[src/rtl/beam_scanner_pkg.sv]
// Shared register map, bit positions and event-word layout for the beam event scanner.
package beam_scanner_pkg;

   // Register addresses on the Avalon-MM slave
   localparam logic [1:0] ADDR_EVENT    = 2'd0;
   localparam logic [1:0] ADDR_STATUS   = 2'd1;
   localparam logic [1:0] ADDR_CONTROL  = 2'd2;
   localparam logic [1:0] ADDR_RESERVED = 2'd3;

   // Status word layout
   localparam int ST_OVERFLOW_BIT = 31;
   localparam int ST_COUNT_LSB    = 16;
   localparam int ST_COUNT_W      = 8;
   localparam int ST_BROKEN_LSB   = 0;
   localparam int ST_BROKEN_W     = 16;

   // Control word layout
   localparam int CTL_IRQ_EN_BIT  = 31;
   localparam int CTL_MASK_W      = 16;

   // Event word: [31] valid, [16] pedal, [8] type, [3:0] channel
   typedef struct packed {
      logic        valid;
      logic [13:0] rsv_hi;
      logic        pedal;
      logic [6:0]  rsv_mid;
      logic        note_on;
      logic [3:0]  rsv_lo;
      logic [3:0]  chan;
   } event_word_t;

   // Build an event word with all reserved bits held at zero
   function automatic event_word_t make_event(input logic pedal, input logic note_on,
                                              input logic [3:0] chan);
      event_word_t w;
      w         = '0;
      w.valid   = 1'b1;
      w.pedal   = pedal;
      w.note_on = note_on;
      w.chan    = chan;
      return w;
   endfunction

endpackage

[src/rtl/beam_debounce.sv]
// One photodiode channel: 2-FF synchroniser, stability counter, debounced level
// and a one-cycle change pulse aligned with the debounced level update.
module beam_debounce #(
   parameter int   DEBOUNCE_CYCLES = 50000,
   parameter logic IDLE_LEVEL      = 1'b1
) (
   input  logic clk,
   input  logic reset,
   input  logic raw,
   output logic level,
   output logic change
);

   localparam int CW = $clog2(DEBOUNCE_CYCLES + 1);

   logic          sync1;
   logic          sync2;
   logic [CW-1:0] cnt;

   // Bring the asynchronous level into the clock domain
   always_ff @(posedge clk) begin
      if (reset) begin
         sync1 <= IDLE_LEVEL;
         sync2 <= IDLE_LEVEL;
      end else begin
         sync1 <= raw;
         sync2 <= sync1;
      end
   end

   // Accept a new level only after it has differed for DEBOUNCE_CYCLES consecutive cycles
   always_ff @(posedge clk) begin
      if (reset) begin
         cnt    <= '0;
         level  <= IDLE_LEVEL;
         change <= 1'b0;
      end else begin
         change <= 1'b0;
         if (sync2 == level) begin
            cnt <= '0;
         end else if (cnt == CW'(DEBOUNCE_CYCLES - 1)) begin
            level  <= sync2;
            cnt    <= '0;
            change <= 1'b1;
         end else begin
            cnt <= cnt + CW'(1);
         end
      end
   end

endmodule

[src/rtl/beam_event_scanner.sv]
// Scans debounced photodiode channels, queues note-on/off events in a FIFO and
// exposes them over a small Avalon-MM register file with a level interrupt.
//
// Bus handshake: avs_read and avs_write are single-cycle strobes with no wait
// states; a read is accepted on the edge where avs_read is high and its data is
// presented on avs_readdata from that edge on, held until the next read.
module beam_event_scanner
   import beam_scanner_pkg::*;
#(
   parameter int   NUM_BEAMS       = 8,
   parameter int   DEBOUNCE_CYCLES = 50000,
   parameter int   FIFO_DEPTH      = 16,
   parameter logic BROKEN_LEVEL    = 1'b0
) (
   input  logic                 clk,
   input  logic                 reset,
   input  logic [NUM_BEAMS-1:0] photodiodes,
   input  logic                 pedal,
   input  logic [1:0]           avs_address,
   input  logic                 avs_read,
   input  logic                 avs_write,
   input  logic [31:0]          avs_writedata,
   output logic [31:0]          avs_readdata,
   output logic                 irq
);

   localparam int AW = $clog2(FIFO_DEPTH);
   localparam int CW = AW + 1;

   logic [NUM_BEAMS-1:0] level;
   logic [NUM_BEAMS-1:0] change;
   logic [NUM_BEAMS-1:0] broken;
   logic [NUM_BEAMS-1:0] pending;
   logic [NUM_BEAMS-1:0] chan_type;
   logic [NUM_BEAMS-1:0] mask;
   logic [NUM_BEAMS-1:0] mask_d;
   logic [NUM_BEAMS-1:0] push_onehot;
   logic [3:0]           push_chan;
   logic                 irq_en;
   logic                 pedal_s1;
   logic                 pedal_s2;

   logic [31:0]          mem [FIFO_DEPTH];
   logic [AW-1:0]        wr_ptr;
   logic [AW-1:0]        rd_ptr;
   logic [CW-1:0]        count;
   logic                 overflow;
   logic                 fifo_empty;
   logic                 fifo_full;
   logic                 push;
   logic                 pop;
   logic                 push_ok;
   logic                 drop;
   logic                 ctl_write;
   logic                 status_write;
   event_word_t          push_word;
   logic [31:0]          status_word;
   logic [31:0]          control_word;
   logic                 unused_wdata;

   for (genvar g = 0; g < NUM_BEAMS; g++) begin : g_beam
      beam_debounce #(
         .DEBOUNCE_CYCLES(DEBOUNCE_CYCLES),
         .IDLE_LEVEL     (~BROKEN_LEVEL)
      ) u_debounce (
         .clk   (clk),
         .reset (reset),
         .raw   (photodiodes[g]),
         .level (level[g]),
         .change(change[g])
      );
   end

   assign broken = ~(level ^ {NUM_BEAMS{BROKEN_LEVEL}});

   // Synchronise the sustain pedal before it is sampled into event words
   always_ff @(posedge clk) begin
      if (reset) begin
         pedal_s1 <= 1'b0;
         pedal_s2 <= 1'b0;
      end else begin
         pedal_s1 <= pedal;
         pedal_s2 <= pedal_s1;
      end
   end

   assign ctl_write    = avs_write && (avs_address == ADDR_CONTROL);
   assign status_write = avs_write && (avs_address == ADDR_STATUS);
   // A mask write takes effect on pending flags in the same cycle it lands
   assign mask_d       = ctl_write ? avs_writedata[NUM_BEAMS-1:0] : mask;

   // Lowest-index pending channel wins the single push slot
   assign push_onehot = pending & (~pending + NUM_BEAMS'(1));
   assign push        = |pending;

   // Encode the winning channel index
   always_comb begin
      push_chan = '0;
      for (int i = 0; i < NUM_BEAMS; i++) begin
         if (push_onehot[i]) push_chan = 4'(i);
      end
   end

   assign push_word  = make_event(pedal_s2, |(chan_type & push_onehot), push_chan);
   assign fifo_empty = (count == '0);
   assign fifo_full  = (count == CW'(FIFO_DEPTH));
   assign pop        = avs_read && (avs_address == ADDR_EVENT) && !fifo_empty;
   assign push_ok    = push && (!fifo_full || pop);
   assign drop       = push && fifo_full && !pop;

   // Control register: irq enable and per-channel enable mask
   always_ff @(posedge clk) begin
      if (reset) begin
         irq_en <= 1'b0;
         mask   <= '1;
      end else if (ctl_write) begin
         irq_en <= avs_writedata[CTL_IRQ_EN_BIT];
         mask   <= mask_d;
      end
   end

   // Pending flags: set by enabled changes, cleared by push or by masking
   always_ff @(posedge clk) begin
      if (reset) begin
         pending   <= '0;
         chan_type <= '0;
      end else begin
         pending   <= ((pending & ~push_onehot) | change) & mask_d;
         chan_type <= (chan_type & ~change) | (broken & change);
      end
   end

   // Event storage; pointers alone define occupancy so no reset is needed here
   always_ff @(posedge clk) begin
      if (!reset && push_ok) mem[wr_ptr] <= push_word;
   end

   // FIFO pointers, occupancy and sticky overflow
   always_ff @(posedge clk) begin
      if (reset) begin
         wr_ptr   <= '0;
         rd_ptr   <= '0;
         count    <= '0;
         overflow <= 1'b0;
      end else begin
         if (push_ok) wr_ptr <= wr_ptr + AW'(1);
         if (pop)     rd_ptr <= rd_ptr + AW'(1);
         case ({push_ok, pop})
            2'b10:   count <= count + CW'(1);
            2'b01:   count <= count - CW'(1);
            default: count <= count;
         endcase
         if (drop)                                           overflow <= 1'b1;
         else if (status_write && avs_writedata[ST_OVERFLOW_BIT]) overflow <= 1'b0;
      end
   end

   // Assemble the status and control read words
   always_comb begin
      status_word                                 = '0;
      status_word[ST_OVERFLOW_BIT]                = overflow;
      status_word[ST_COUNT_LSB +: ST_COUNT_W]     = ST_COUNT_W'(count);
      status_word[ST_BROKEN_LSB +: ST_BROKEN_W]   = ST_BROKEN_W'(broken);
      control_word                                = '0;
      control_word[CTL_IRQ_EN_BIT]                = irq_en;
      control_word[CTL_MASK_W-1:0]                = CTL_MASK_W'(mask);
   end

   // Registered read port; holds its value between reads
   always_ff @(posedge clk) begin
      if (reset) begin
         avs_readdata <= '0;
      end else if (avs_read) begin
         case (avs_address)
            ADDR_EVENT:    avs_readdata <= fifo_empty ? 32'h0 : mem[rd_ptr];
            ADDR_STATUS:   avs_readdata <= status_word;
            ADDR_CONTROL:  avs_readdata <= control_word;
            ADDR_RESERVED: avs_readdata <= 32'h0;
            default:       avs_readdata <= 32'h0;
         endcase
      end
   end

   // Level interrupt while events or an overflow are outstanding
   always_ff @(posedge clk) begin
      if (reset) irq <= 1'b0;
      else       irq <= irq_en && (!fifo_empty || overflow);
   end

   assign unused_wdata = ^avs_writedata;

endmodule

[config.mk]
export PLATFORM = sky130hd
export DESIGN_NAME = beam_event_scanner
export DESIGN_NICKNAME = d
export VERILOG_FILES = /design/src/rtl/beam_scanner_pkg.sv /design/src/rtl/beam_debounce.sv /design/src/rtl/beam_event_scanner.sv
export SDC_FILE = /design/constraint.sdc
export NUM_CORES = 1
export LEC_CHECK = 0
export CAP_MARGIN = 15
export CORE_MARGIN = 4
export CORE_UTILIZATION = 50
export DETAILED_ROUTE_END_ITERATION = 10
export PLACE_DENSITY = 0.69
export SETUP_SLACK_MARGIN = 0.4
export SLEW_MARGIN = 20
export SYNTH_ARGS = -nofsm -noshare
export SYNTH_HDL_FRONTEND = slang
export SYNTH_SLANG_ARGS = --single-unit
[constraint.sdc]
create_clock -name clk -period 5.8 [get_ports clk]
set_input_delay 0.58 -clock clk [delete_from_list [all_inputs] [get_ports clk]]
set_output_delay 0.58 -clock clk [all_outputs]
set_load 0.02 [all_outputs]
# Yosys cells after proc, flatten, opt, wreduce, memory -nomap -nowiden
# Memories as Yosys holds them, arrays and structs flattened. A register that Yosys moved wholly into a read port is not among the register bits.
# Cells that the tools add are included.
# op_classes
addsub	13
n_eq_ne	22
mux	25
bitwise	20
n_reduce_logical	46
# op_table
cell	count
16-bit by 1-bit adder with 16-bit output, second input constant	8
16-bit == test, second input constant	8
32-bit case mux with 4 select lines	1
8-bit AND	6
32-bit 2-to-1 mux	1
4-bit 2-to-1 mux	8
8-bit NOT	4
3-bit OR reduction	8
8-bit OR	2
2-bit AND reduction	8
2-bit OR reduction	8
8-bit OR reduction	2
1-bit 2-to-1 mux	13
1-bit logical AND	10
5-bit case mux with 2 select lines	1
4-bit by 1-bit adder with 4-bit output, second input constant	2
8-bit by 1-bit adder with 8-bit output, second input constant	1
1-bit == test	8
8-bit 2-to-1 mux	1
1-bit NOT	8
2-bit == test, second input constant	3
5-bit by 1-bit adder with 5-bit output, second input constant	1
5-bit == test, second input constant	1
5-bit logical NOT	1
other kinds (6)	12
# word_totals
register_bits	234
mem_bits_rw	96
inputBits	47
out_inout_bits	33
n_memories	1
# mem_list
name	depth	word_bits	rd	rd_clocked_by_memory_dff	write_ports	line_no	text
mem	16	6	1	1	1	beam_event_scanner.sv:43	logic [31:0] mem [FIFO_DEPTH];

# Longest topological paths before layout
# depth
ltp_word	10
depth_mapped	12
mapped_depth_nobuf	10

# By module
# Synthesis repeated with hierarchy kept, for this count alone.
# unflattened
hier_cells	1179
area_unflattened_um2	12952.4
# modules_own_cells
module	instances	cells_each	area_each_um2
beam_debounce	8	88	869.6
beam_event_scanner	1	475	5995.8

# Least setup slack after synthesis
# OpenSTA, ideal clock, no wires.
# synth_path
kind	input-to-reg
startpoint	in avs_read
endpoint	reg count[4]
setup_ns	0.074
t_arrival_ns	2.706
t_required_ns	5.726
setup_slack_ns	3.020
path_stages	12
n_path_buf	2
path_cell_list	buf_4 -> or3b_1 -> buf_2 -> a21oi_4 -> nand2_1 -> inv_1 -> ha_1 -> nand2b_1 -> a21oi_1 -> and3_1 -> or3_1 -> a31oi_1
# synth_via
elab_chain_len	6
word_cells_on_any_way	8
# synth_lines
element	line_no	text
start: declaration	beam_event_scanner.sv:20	input logic avs_read,
1-bit logical AND * (2 in a row)	beam_event_scanner.sv:107	assign pop = avs_read && (avs_address == ADDR_EVENT) && !fifo_empty;
1-bit logical OR	beam_event_scanner.sv:108	assign push_ok = push && (!fifo_full || pop);
1-bit logical AND	beam_event_scanner.sv:108	
2-bit by 1-bit == test with 1-bit output or 2-bit == test (tied branches)	beam_event_scanner.sv:148	case ({push_ok, pop})
5-bit case mux with 2 select lines or 2-bit nonzero test (tied branches)	--	
end signal: assignment	beam_event_scanner.sv:149	2'b10: count <= count + CW'(1);
end signal: assignment	beam_event_scanner.sv:150	2'b01: count <= count - CW'(1);
end signal: assignment	beam_event_scanner.sv:151	default: count <= count;
end: declaration	beam_event_scanner.sv:46	logic [CW-1:0] count;
# Mark *: on every way between the ends. The rest lies on a longest branch, timed or not.
# A chain may end at the register's enable or synchronous reset.

# Worst setup path in the final report
# Same ends and word-level chain as after synthesis.

==> results.cfg <==
[drt]
wire_per_inst_um = 14.7
vias = 8389
drc = 0
first_pass_iters = 5
viasPerCell = 5.23
ant_nets = 0
wl_mm = 23.6
initialDrtViolationCount = 636

[logic_synthesis]
yosys.area_share.adder = 0.0176
synth_top_family_by_area = simple AND/OR/NAND/NOR gates
synth_seq_cells = 301
synth_area_leaders = dfxtp_1, edfxtp_1, nor2_1, xor2_1, xnor2_1
yosysSeqAreaShare = 0.547
async_flop_share = 0
synth.distinct_cells = 67
syn_avg_cell_area_um2 = 10.3
synth_mux_area_frac = 0.0485
yosys.area_share.simple = 0.212
yosys.area.top_type = dfxtp_1
synthCells = 1217
synth_common_cells = nor2_1, dfxtp_1, edfxtp_1, nand2_1, xor2_1
synth-compound-area-share = 0.0471
synth.most_common_cell = nor2_1
ys_warn_count = 0
netlist_area_mm2 = 0.0125
ys.flop_type = dfxtp_1
synth-edff-count = 80
synthXorXnorAreaFrac = 0.0905
synth_top_area_share = 0.355

[worst_setup_path]
cp_max_fo = 18
reg2reg_depth = 10
end_kind = flop
cp-start-kind = input pin
crit_arrival_ns = 3.55
slowest_stage = or3b_1
cp_cell_sequence = clkdlybuf4s50_1, buf_4, or3b_1, a21oi_4, nand2_1, inv_1, ha_1, nand2b_1, a21oi_1, and3_1, or3_1, a31oi_1
critPathKind = input pin to flop
slowest_delay_ns = 0.50
cp.required_ns = 6.28

[clock_network]
clockBufferDepth = 3
clkTransAtPathRegs_ns = 0.06
root_buffer = clkbuf_16
numCtsBuffers = 31
postCtsSetupRepairBufs = 0
cts_tree = built
htreeDepth = 1
cts.repair.resized = 0
cts.sinks = 301
ctsHoldBuffers = 0
clock_latency_ns = 0.55

[global_routing]
grt_start_max_net_pins = 47
grt.total_usage = 0.166
globalRouteOverflowTotal = 0
antenna_found_initial = 0
grt_pass1_vias = 7810
grt_pass1_wl_mm = 38.9

[placed_design]
post_dp_cell_area_mm2 = 0.0131
dpl_worst_slack_ns = 2.22
numPortBuffers = 39
hpwl_mm = 16.0
gp_congestion = 0.842

[sta]
fin_worst_skew_ns = 0.0127
finalHoldViolations = 0
fin_crit_sh = 0.528
fmax_ghz = 0.327
final_max_slew_viol_count = 0
tns_ns = 0
period_minus_slack_ns = 3.06
rsz0062_at_grt = false
slew_headroom = 0.284
setup_violations = 0
setup_ws_ns = 2.74
tightest_slew_ns = 1.07

[floorplan]
fp.coreArea_mm2 = 0.0245
die_h_um = 166
die_width_um = 166
io_pins = 80
dieArea_mm2 = 0.0275
rows = 57
start_util = 0.510

[hold_path]
min_path_type = flop to flop
min_path_cells = 1

[final_layout]
antenna_cells = 0
fin_nets = 1320
synthToLayoutAreaGrowth_pct = 13.6
fin_area_mm2 = 0.0142
drive_gt1_frac = 0.0757

[status]
status = complete, no violations

[power]
peakVddDrop_uv = 196
leakage_uw = 0.00482
total_power_uw = 4350
p_per_area_mw_per_mm2 = 307

[flow_run]
maxCapViolations = 0
## where the power goes
part           leakage [uW]  switching, uW  internal (uW)  total (uW)
sequential          0.00243           8.82           2160        2170
combinational       0.00185           62.6           38.0         101
clock              0.000542            800           1280        2080
total               0.00482            871           3480        4350
## critical path, delay by kind of cell
kind | cells | cell delay [ns]
compound gates | 3 | 0.51
fa+ha+maj | 1 | 0.30
buf+inv | 3 | 0.88
simple gates | 5 | 1.28
## layout by cell type (no fill, tap or decap), drive strengths merged, types with 6 or more instances in the layout
master         netlist  final
conb                 1     17
and4                11     11
nand4               35     35
nand3               57     57
o21ai                6      6
nor4                15     15
clkdlybuf4s50        0     38
nor2               226    226
mux2i               47     47
a211o                7      7
xnor2               55     55
inv                 38     40
nor2b                9      9
or2                 17     17
dfxtp              221    221
nand2b              11     11
a221oi              11     11
a21oi               28     28
and3                23     23
xor2                74     74
ha                  16     16
nand2               74     74
clkinv               1     10
buf                 27      6
edfxtp              80     80
clkbuf              27     41
nor3                32     32
## path summary, 6_finish.rpt
path	startpoint	to	slack, ns
worst max-delay path	avs_read	count[4]	2.74
worst min-delay path	g_beam[7].u_debounce.sync1	g_beam[7].u_debounce.sync2	0.41
worst max register to register	pending[0]	count[4]	3.00
worst min register to register	g_beam[7].u_debounce.sync1	g_beam[7].u_debounce.sync2	0.41
## metal layers
layer / vias to the layer above / wire length, um / GRT usage / part of all wire
met5: - / 0 / 0 / 0
met4: 0 / 502 / 0.0434 / 0.021
met3: 35 / 1170 / 0.0264 / 0.049
met2: 158 / 10600 / 0.265 / 0.45
met1: 3924 / 11400 / 0.238 / 0.48
li1: 4272 / - / - / -
## stage by stage
step           std cells   util  hold slack (ns)
6_report            1605  0.579            0.405
2_1_floorplan       1233      -            0.389
5_1_grt             1605  0.579            0.418
4_1_cts             1605  0.579            0.406
3_3_place_gp        1547  0.534            0.394
3_5_place_dp        1547  0.534            0.394
## cell families after synthesis
kind of cell	Yosys count
flip-flops	301
buffers and inverters	93
XOR/XNOR	129
other	1
AO/OA/AOI/OAI	81
multiplexers	55
adder cells (fa/ha/maj)	17
AND/OR/NAND/NOR	540
## sequential cells by signal, indices dropped and copies added, names as in the netlist, named ones only
signal                    cells
g_beam.u_debounce.cnt       128
mem                          80
avs_readdata                 15
g_beam.u_debounce.change      8
g_beam.u_debounce.level       8
g_beam.u_debounce.sync1       8
g_beam.u_debounce.sync2       8
mask                          8
pending                       8
count                         5
rd_ptr                        4
wr_ptr                        4
irq                           1
irq_en                        1
overflow                      1
pedal_s1                      1
pedal_s2                      1
## cell type report
class                   count  area (um^2)
clock buffers              41          875
clock inverters            17          219
fillers                  2105        10300
inverters                  39          146
multi-input cells         839         5280
flip-flops and latches    301         6830
well taps                 324          405
repair buffers             44          423
(Power assumes the default switching activity.)
